**src/rtl/clock_set_ctrl.sv**
```systemverilog
// Purpose : run/set sequencer for the HH:MM:SS counter; 1 Hz TICK in run mode, hour->minute->second
//           BCD edit via MODE/INC pulses, commit of the edited time through a one-cycle LOAD strobe.
// Latency : every output is registered; a button pulse sampled at edge n is visible from cycle n+1.
// Backpressure: none; buttons are single-cycle pulses that are always accepted (MODE beats INC).
//
// Optional feature: define SET_TIMEOUT_EN to abort set mode (back to RUN, no LOAD) after
// TIMEOUT_CYC idle cycles. Without it the set states persist indefinitely and TIMEOUT_CYC is unused.
//
// Ports:
//   CLK, RST                  clock (rising edge), synchronous active-high reset
//   BTN_MODE, BTN_INC         debounced single-cycle button pulses
//   Hh,Hl,Mh,Ml,Sh,Sl         current time from the counter, BCD tens/units
//   TICK                      one-cycle count enable, run mode only
//   LOAD                      one-cycle strobe: counter takes SET_* values
//   SET_Hh..SET_Sl            edit-register BCD values
//   FIELD_SEL                 00 run/commit, 01 hour, 10 minute, 11 second
//   BLINK                     blink phase of the selected field, 0 outside set states

module clock_set_ctrl #(
    parameter int CLK_DIV     = 50_000_000,
    parameter int BLINK_DIV   = 12_500_000,
    parameter int TIMEOUT_CYC = 500_000_000
) (
    input  logic       CLK,
    input  logic       RST,
    input  logic       BTN_MODE,
    input  logic       BTN_INC,
    input  logic [3:0] Hh,
    input  logic [3:0] Hl,
    input  logic [3:0] Mh,
    input  logic [3:0] Ml,
    input  logic [3:0] Sh,
    input  logic [3:0] Sl,
    output logic       TICK,
    output logic       LOAD,
    output logic [3:0] SET_Hh,
    output logic [3:0] SET_Hl,
    output logic [3:0] SET_Mh,
    output logic [3:0] SET_Ml,
    output logic [3:0] SET_Sh,
    output logic [3:0] SET_Sl,
    output logic [1:0] FIELD_SEL,
    output logic       BLINK
);

    // Encoding chosen so that state[1:0] is exactly the FIELD_SEL code
    // (COMMIT aliases to 00), letting FIELD_SEL come straight off the state flops.
    localparam logic [2:0] ST_RUN    = 3'd0;
    localparam logic [2:0] ST_SET_H  = 3'd1;
    localparam logic [2:0] ST_SET_M  = 3'd2;
    localparam logic [2:0] ST_SET_S  = 3'd3;
    localparam logic [2:0] ST_COMMIT = 3'd4;

    localparam int PW = (CLK_DIV > 1) ? $clog2(CLK_DIV) : 1;
    localparam int BW = (BLINK_DIV > 1) ? $clog2(BLINK_DIV) : 1;
    localparam logic [PW-1:0] PRESC_MAX = PW'(CLK_DIV - 1);
    localparam logic [BW-1:0] BLINK_MAX = BW'(BLINK_DIV - 1);

    // Parameter sanity guard; an out-of-range configuration shows up as this
    // named block in the elaborated hierarchy.
    generate
        if (CLK_DIV < 2 || BLINK_DIV < 1 || TIMEOUT_CYC < 2) begin : g_param_out_of_range
        end
    endgenerate

    logic [2:0]    state_q,  state_nx;
    logic [PW-1:0] presc_q,  presc_nx;
    logic [BW-1:0] bcnt_q,   bcnt_nx;
    logic          tick_q,   tick_nx;
    logic          load_q,   load_nx;
    logic          blink_q,  blink_nx;
    logic [3:0]    set_hh_q, set_hh_nx;
    logic [3:0]    set_hl_q, set_hl_nx;
    logic [3:0]    set_mh_q, set_mh_nx;
    logic [3:0]    set_ml_q, set_ml_nx;
    logic [3:0]    set_sh_q, set_sh_nx;
    logic [3:0]    set_sl_q, set_sl_nx;
    logic          in_set;

`ifdef SET_TIMEOUT_EN
    localparam int TW = (TIMEOUT_CYC > 1) ? $clog2(TIMEOUT_CYC) : 1;
    localparam logic [TW-1:0] IDLE_MAX = TW'(TIMEOUT_CYC - 1);
    logic [TW-1:0] idle_q, idle_nx;
`endif

    // BCD increment with wrap. The range test uses the decimal value, so any
    // out-of-range captured value (e.g. hour 47) wraps to 00 on the first INC.
    function automatic logic [7:0] bcd_inc(input logic [3:0] tens,
                                           input logic [3:0] units,
                                           input logic [7:0] lim);
        logic [7:0] v;
        v = ({4'd0, tens} * 8'd10) + {4'd0, units};
        if (v >= lim)
            bcd_inc = 8'h00;
        else if (units == 4'd9)
            bcd_inc = {tens + 4'd1, 4'd0};
        else
            bcd_inc = {tens, units + 4'd1};
    endfunction

    assign in_set = (state_q == ST_SET_H) || (state_q == ST_SET_M) || (state_q == ST_SET_S);

    always_comb begin
        state_nx  = state_q;
        presc_nx  = presc_q;
        bcnt_nx   = bcnt_q;
        tick_nx   = 1'b0;
        load_nx   = 1'b0;
        blink_nx  = blink_q;
        set_hh_nx = set_hh_q;
        set_hl_nx = set_hl_q;
        set_mh_nx = set_mh_q;
        set_ml_nx = set_ml_q;
        set_sh_nx = set_sh_q;
        set_sl_nx = set_sl_q;

        case (state_q)
            ST_RUN: begin
                blink_nx = 1'b0;
                bcnt_nx  = '0;
                if (BTN_MODE) begin
                    // Snapshot the live time as the starting point of the edit.
                    state_nx  = ST_SET_H;
                    presc_nx  = '0;
                    blink_nx  = 1'b1;
                    set_hh_nx = Hh;
                    set_hl_nx = Hl;
                    set_mh_nx = Mh;
                    set_ml_nx = Ml;
                    set_sh_nx = Sh;
                    set_sl_nx = Sl;
                end else if (presc_q == PRESC_MAX) begin
                    presc_nx = '0;
                    tick_nx  = 1'b1;
                end else begin
                    presc_nx = presc_q + 1'b1;
                end
            end

            ST_SET_H, ST_SET_M, ST_SET_S: begin
                presc_nx = '0;
                if (BTN_MODE) begin
                    // Every field change restarts the blink phase visibly "on".
                    bcnt_nx = '0;
                    if (state_q == ST_SET_S) begin
                        state_nx = ST_COMMIT;
                        load_nx  = 1'b1;
                        blink_nx = 1'b0;
                    end else begin
                        state_nx = state_q + 3'd1;
                        blink_nx = 1'b1;
                    end
                end else begin
                    if (bcnt_q == BLINK_MAX) begin
                        bcnt_nx  = '0;
                        blink_nx = ~blink_q;
                    end else begin
                        bcnt_nx = bcnt_q + 1'b1;
                    end

                    if (BTN_INC) begin
                        case (state_q)
                            ST_SET_H: {set_hh_nx, set_hl_nx} = bcd_inc(set_hh_q, set_hl_q, 8'd23);
                            ST_SET_M: {set_mh_nx, set_ml_nx} = bcd_inc(set_mh_q, set_ml_q, 8'd59);
                            default:  {set_sh_nx, set_sl_nx} = bcd_inc(set_sh_q, set_sl_q, 8'd59);
                        endcase
                    end
`ifdef SET_TIMEOUT_EN
                    else if (idle_q == IDLE_MAX) begin
                        // Abandon the edit: no LOAD, counter keeps its own time.
                        state_nx = ST_RUN;
                        blink_nx = 1'b0;
                        bcnt_nx  = '0;
                    end
`endif
                end
            end

            ST_COMMIT: begin
                // LOAD is high during this state; SET_* are left untouched so the
                // counter sees stable values while it loads.
                state_nx = ST_RUN;
                presc_nx = '0;
                blink_nx = 1'b0;
                bcnt_nx  = '0;
            end

            default: begin
                state_nx = ST_RUN;
                presc_nx = '0;
                blink_nx = 1'b0;
                bcnt_nx  = '0;
            end
        endcase
    end

`ifdef SET_TIMEOUT_EN
    // Idle counter only advances in set states with no button activity; it is
    // zero everywhere else, which also clears it on entry to each field.
    always_comb begin
        idle_nx = '0;
        if (in_set && !BTN_MODE && !BTN_INC && (idle_q != IDLE_MAX))
            idle_nx = idle_q + 1'b1;
    end

    always_ff @(posedge CLK) begin
        if (RST)
            idle_q <= '0;
        else
            idle_q <= idle_nx;
    end
`endif

    always_ff @(posedge CLK) begin
        if (RST) begin
            state_q  <= ST_RUN;
            presc_q  <= '0;
            bcnt_q   <= '0;
            tick_q   <= 1'b0;
            load_q   <= 1'b0;
            blink_q  <= 1'b0;
            set_hh_q <= 4'd0;
            set_hl_q <= 4'd0;
            set_mh_q <= 4'd0;
            set_ml_q <= 4'd0;
            set_sh_q <= 4'd0;
            set_sl_q <= 4'd0;
        end else begin
            state_q  <= state_nx;
            presc_q  <= presc_nx;
            bcnt_q   <= bcnt_nx;
            tick_q   <= tick_nx;
            load_q   <= load_nx;
            blink_q  <= blink_nx;
            set_hh_q <= set_hh_nx;
            set_hl_q <= set_hl_nx;
            set_mh_q <= set_mh_nx;
            set_ml_q <= set_ml_nx;
            set_sh_q <= set_sh_nx;
            set_sl_q <= set_sl_nx;
        end
    end

    assign TICK      = tick_q;
    assign LOAD      = load_q;
    assign BLINK     = blink_q;
    assign FIELD_SEL = state_q[1:0];
    assign SET_Hh    = set_hh_q;
    assign SET_Hl    = set_hl_q;
    assign SET_Mh    = set_mh_q;
    assign SET_Ml    = set_ml_q;
    assign SET_Sh    = set_sh_q;
    assign SET_Sl    = set_sl_q;

endmodule

```
**config.mk**
```make
export PLATFORM = sky130hd
export DESIGN_NAME = clock_set_ctrl
export DESIGN_NICKNAME = d
export VERILOG_FILES = /design/src/rtl/clock_set_ctrl.sv
export SDC_FILE = /design/constraint.sdc
export NUM_CORES = 1
export LEC_CHECK = 0
export ABC_AREA = 1
export BUFFER_PORTS_ARGS = -buffer_cell sky130_fd_sc_hd__buf_2
export CORE_ASPECT_RATIO = 2
export CORE_MARGIN = 3
export CORE_UTILIZATION = 54
export DETAILED_ROUTE_END_ITERATION = 8
export GPL_TIMING_DRIVEN = 1
export HOLD_SLACK_MARGIN = 0.05
export PLACE_DENSITY_LB_ADDON = 0.12
export SYNTH_ARGS = -nofsm -noshare
export SYNTH_HDL_FRONTEND = slang
export SYNTH_SLANG_ARGS = --single-unit
export TNS_END_PERCENT = 20
```
**constraint.sdc**
```tcl
create_clock -name CLK -period 2.55 [get_ports CLK]
set_input_delay 0.6375 -clock CLK [delete_from_list [all_inputs] [get_ports CLK]]
set_output_delay 0.6375 -clock CLK [all_outputs]
set_load 0.005 [all_outputs]
```
==> results.ini, run 1 <==
[job]
max-cap-violations=0

[clock_tree]
htree_levels=3
clkLatencyLatePin_ns=0.34
cts_tree=done
cts-root-buf=clkbuf_16
max-clock-path-buffers=2
cts.sinks=80
clkSlewWorstSetupHoldPaths_ns=0.06
cts_buffers=9

[final_layout]
layout_common_cells=nand2_1 (211), nor2_1 (113), inv_1 (103)
syn2layout_area_growth_pct=15.2
nets=994
final_area_sq_um=6600
diodes=0
finalNonFillerCells=1063
utilization_pct=64.6
final_common_cell=nand2_1
drive_gt1_share_pct=19.3

[worst_setup_path]
path_cells=ha_4, ha_4, fa_1, nand2_1, nor2_1, nand2_1, nand3b_1, nand2_2, nor2_4, nand3_4, nand2_4, nand2_1, nand2_1, nor2_1
critPathMaxStageDelay_ns=0.59
arrival_ns=2.67
critPathLaunchType=flop
cpMostUsedCell=nand2_1
crit_fanout=5
setup.worst_path.end_class=flop
critPathKind=flop to flop
critPathRequiredTime_ns=2.78
crit_buf_inv=0
critPathSlowestCell=fa_1
critPathTopFamily=simple AND/OR/NAND/NOR gates

[floorplan]
start_util_pct=56.1
die_area_sq_um=12000
pin_count=57
core_sq_um=10200
rows=52
die_h_um=152
die_width_um=78.8

[logic_synthesis]
synth_cells=850
syn_area_per_cell_sq_um=6.74
async_flop_share_pct=0
synth_xor_area_share_pct=3.52
synthFlopType=dfxtp_1
synth-edff-count=0
synth-compound-area-share_pct=8.04
synth_top_area_share_pct=28.0
syn-cell-area_sq_um=5730
synth-seq-cells=80
ys_seq_area_share_pct=28.0
muxShareOfSynthArea_pct=0
mappedNetlistNets=921
synth.distinct_cells=45
synth_area_leader_cell=dfxtp_1
synth_warnings=0
synthSimpleGateAreaFrac_pct=40.9
synth_fa_ha_area_share_pct=10.2
synth_area_leaders=dfxtp_1 (28%), nand2_1 (14%), ha_1 (8.1%)
synth_top_family_by_area=simple AND/OR/NAND/NOR gates

[sta]
timing.final.ws_setup_ns=0.109
setup_viol=0
final-hold-violation-count=0
rsz0062_at_grt=true
max-slew-margin-rel_pct=58.3
final_max_slew_viol_count=0
hold_ws_ns=0.446
tightest_slew_ns=0.625
max_freq_mhz=410
finalCriticalPeriod_ns=2.44
post-route-period-util_pct=95.7
skew_ns=0.00560

[placed_design]
post-place-ws_ns=0.100
dp.cells=1043
place_area_sq_um=6190
hpwl_mm=11.5
io_buffers=56
gp_congestion=0.977

[detailed_routing]
drt-vias-per-instance=5.34
dr.first_iter.drc_count=288
routed_wl_mm=14.5
first_pass_iters=5
wl_per_cell_um=13.6
drc_errors=0
dr_total_vias=5676
drtAntennaViolNets=0

[power_and_ir_drop]
leakage_nw=2.95
p_per_area_nw_per_um2=601
ir_worst_vdd_mv=0.385

[global_routing]
grt_pass1_wl_mm=24.1
antenna_found_initial=0
grtUsageTotal_pct=25.0
grt_overflow_total=0
grt_pass1_vias=5578
grt_max_degree=26

[min_path]
hold_path_class=flop to flop

[status]
status=complete, no violations

-- registers in the layout, indices dropped and copies added, names as in the netlist --
signal,cells
BLINK,1
LOAD,1
SET_Hh,4
SET_Hl,4
SET_Mh,4
SET_Ml,4
SET_Sh,4
SET_Sl,4
TICK,1
bcnt_q,24
presc_q,26
state_q,3
-- timing repair --
item                                    4_1_cts  5_1_grt
endpoints found under the setup margin        0       20
resized for setup                             0       29
hold buffers                                  0        0
buffers inserted                              0        4
-- power breakdown --
group	internal, mW	switching (mW)	total [mW]	leakage, nW
registers	1.34	0.101	1.44	0.653
clock network	0.678	0.520	1.20	0.134
logic	0.546	0.782	1.33	2.16
-- layout make-up --
type                            count  area, sq um
Clock buffer                       10          239
Clock inverter                      6         35.0
Fill cell                        1012         3620
Inverter                          115          437
Multi-Input combinational cell    641         3670
Sequential cell                    80         1620
Tap cell                          135          169
Timing Repair Buffer               76          430
-- routing by layer --
layer	GRT usage (%)	routed length [um]
met1	24.5	5340
met2	48.5	7820
met3	3.37	485
met4	15.1	826
met5	0	0
-- synthesized netlist by cell type, types with 2 or more instances --
cell type and number:
buf_4 4, or2_2 3, xor2_1 16, inv_4 2
or2_0 8, nor3b_2 2, a21boi_0 2, xnor2_1 7
nor3_4 2, nand3_1 53, nor2_4 4, buf_6 4
o21ai_2 3, fa_1 6, nor2_1 113, nor3b_1 5
nor2_2 8, nor4_2 3, a21oi_1 48, nor4_1 2
o21ai_0 20, dfxtp_1 80, inv_1 105, buf_2 4
nand2_2 9, inv_2 8, nor3_1 14, and2_2 2
nand2_1 214, nand4_1 27, o21a_1 4, nand2_4 6
a31oi_1 2, ha_1 37, nor3_2 7, nand3b_1 7
-- path summary, 6_finish.rpt --
kind,end,from,cells past startpoint,slack [ns]
worst max-delay path,SET_Hh[1],SET_Hh[3],14,0.11
worst min-delay path,bcnt_q[0],bcnt_q[0],1,0.45
worst max register to register,SET_Hh[1],SET_Hh[3],14,0.11
worst min register to register,bcnt_q[0],bcnt_q[0],1,0.45
-- through the flow --
stage / power (mW) / setup TNS, ns
floorplan: 2.33 / 0
finish: 3.96 / 0
global route: 4.22 / -0.111
CTS: 3.91 / 0
detailed placement: 2.70 / 0
global placement: 2.67 / 0
-- kinds of logic after synthesis --
group | Yosys count
XOR/XNOR | 23
AO/OA/AOI/OAI | 82
buffers and inverters | 129
AND/OR/NAND/NOR | 493
adder cells (fa/ha/maj) | 43
flip-flops | 80
No activity file was read; power rests on OpenSTA's default activity.
==> run 2, diff against run 1 <==
--- a/config.mk
+++ b/config.mk
@@ -8,5 +8,4 @@
 export ABC_AREA = 1
 export BUFFER_PORTS_ARGS = -buffer_cell sky130_fd_sc_hd__buf_2
-export CORE_ASPECT_RATIO = 2
 export CORE_MARGIN = 3
 export CORE_UTILIZATION = 54
==> constraint.sdc (replaced) <==
create_clock -name CLK -period 2.55 [get_ports CLK]
set_input_delay 0.6375 -clock CLK [delete_from_list [all_inputs] [get_ports CLK]]
set_output_delay 0.6375 -clock CLK [all_outputs]
set_load 0.05 [all_outputs]
==> run 2 against run 1 <==
Against the previous run:
- hold slack better by 0.0069 ns
- sequential share of layout area up 0.40 points
- wire length down 8.5%
- critical path depth unchanged
- via count down 3.0%
==> results.ini, run 2 (synthesized netlist as in run 1, its figures left out) <==
[worst_setup_path]
critPathRequiredTime_ns=2.81
worst-r2r-setup-slack_ns=0.13
rr_endpoint=SET_Mh[0]
r2r-start=SET_Mh[1]
crit_fanout=8
critPathLaunchType=flop
ff2ff_path_depth=14
setup.worst_path.end_class=flop
arrival_ns=2.68
critPathKind=flop to flop

[final_layout]
drive_gt1_share_pct=19.3
diodes=0
nets=990
layout_common_cells=nand2_1 (210), nor2_1 (113), inv_1 (103)
largest_reg_flops=26
top_regs=presc_q (26), bcnt_q (24)
largest-register=presc_q
finalNonFillerCells=1057
syn2layout_area_growth_pct=14.5
final_common_cell=nand2_1

[sta]
rsz0062_at_grt=true
tightest_slew_ns=0.477
max_freq_mhz=413
skew_ns=0.0109
finalCriticalPeriod_ns=2.42
max-slew-margin-rel_pct=68.1
post-route-period-util_pct=94.9
tns_ns=0
final-hold-violation-count=0
setup_viol=0
final_max_slew_viol_count=0

[placed_design]
io_buffers=56
dp.cells=1036
gp_congestion=0.916
hpwl_mm=10.1

[status]
status=complete, no violations

[detailed_routing]
drc_errors=0
drtAntennaViolNets=0
dr_total_vias=5504
first_pass_iters=5
dr.first_iter.drc_count=316
drt-vias-per-instance=5.21
routed_wl_mm=13.2
wl_per_cell_um=12.5

[floorplan]
die_h_um=109
die_width_um=109
rows=36
die_area_sq_um=11900
core_sq_um=10000
start_util_pct=57.0
pin_count=57

[global_routing]
antenna_found_initial=0
grtUsageTotal_pct=23.7
grt_pass1_wl_mm=23.1
grt_pass1_vias=5281
grt_max_degree=26
grt_overflow_total=0

[min_path]
holdPathEnd=bcnt_q[0]
hold_path.startpoint=bcnt_q[0]
hold_depth=1
hold_path_class=flop to flop

[clock_tree]
cts.sinks=80
cts-root-buf=clkbuf_8
max-clock-path-buffers=2
cts_buffers=9
cts_hold_buffers=0
clkSlewWorstSetupHoldPaths_ns=0.08
clkLatencyLatePin_ns=0.37
htree_levels=3
cts_tree=done

[job]
max-cap-violations=0

[power_and_ir_drop]
p_per_area_nw_per_um2=634
leakage_nw=2.92
ir_worst_vdd_mv=0.367

## run 2: final cells by class
class | instances | area, sq um
Clock buffer | 10 | 128
Clock inverter | 6 | 116
Fill cell | 898 | 3490
Inverter | 115 | 439
Multi-Input combinational cell | 641 | 3680
Sequential cell | 80 | 1630
Tap cell | 133 | 166
Timing Repair Buffer | 72 | 400
## run 2: worst max-delay path: stages (launching register included)
cell and delay, ns:
dfxtp_4 0.38, ha_4 0.24, ha_2 0.18, fa_2 0.61, nand2_1 0.07, inv_2 0.06, nand4_1 0.09, nand2_1 0.08
nand2_1 0.06, nand2_2 0.07, nand4_1 0.16, nand2_4 0.16, nand2_1 0.06, nand2_1 0.05, nor2_1 0.05
## run 2: stage by stage
stage	area [sq um]	power (mW)	utilization (%)	hold slack, ns	worst slack, ns
5_1_grt	6560	4.41	65.3	0.472	-0.0298
3_5_place_dp	6170	2.93	61.4	0.439	0.0906
2_1_floorplan	5740	2.60	-	0.417	-0.00429
6_report	6560	4.16	65.3	0.453	0.129
3_3_place_gp	6170	2.89	61.4	0.428	0.149
4_1_cts	6410	4.08	63.9	0.457	0.0719
## run 2: worst max-delay path by stage
stage | from | to | slack [ns] | cells after the start
finish | SET_Mh[1] | SET_Mh[0] | 0.13 | 14
global route | SET_Sh[1] | SET_Sh[2] | -0.03 | 14
CTS | SET_Hh[3] | SET_Hh[0] | 0.07 | 14
detailed placement | SET_Hh[3] | SET_Hh[3] | 0.09 | 14
global placement | SET_Mh[1] | SET_Mh[0] | 0.15 | 13
floorplan | SET_Hh[2] | SET_Hh[1] | -0.004 | 15
## run 2: power breakdown
part	internal [mW]	total (mW)	switching (mW)
clock	0.658	1.15	0.494
sequential	1.34	1.45	0.111
combinational	0.536	1.55	1.02
## run 2: routing by layer
metal	vias up	wire length [um]	track usage (%)
met2	136	6060	39.2
li1	2862	-	-
met4	0	187	6.31
met5	-	0	0
met3	20	846	4.80
met1	2486	6150	31.5
## run 2: timing repair
| item | in CTS | in global routing |
|---|---|---|
| setup buffers | 0 | 5 |
| resized for setup | 0 | 29 |
| endpoints found under the setup margin | 0 | 21 |
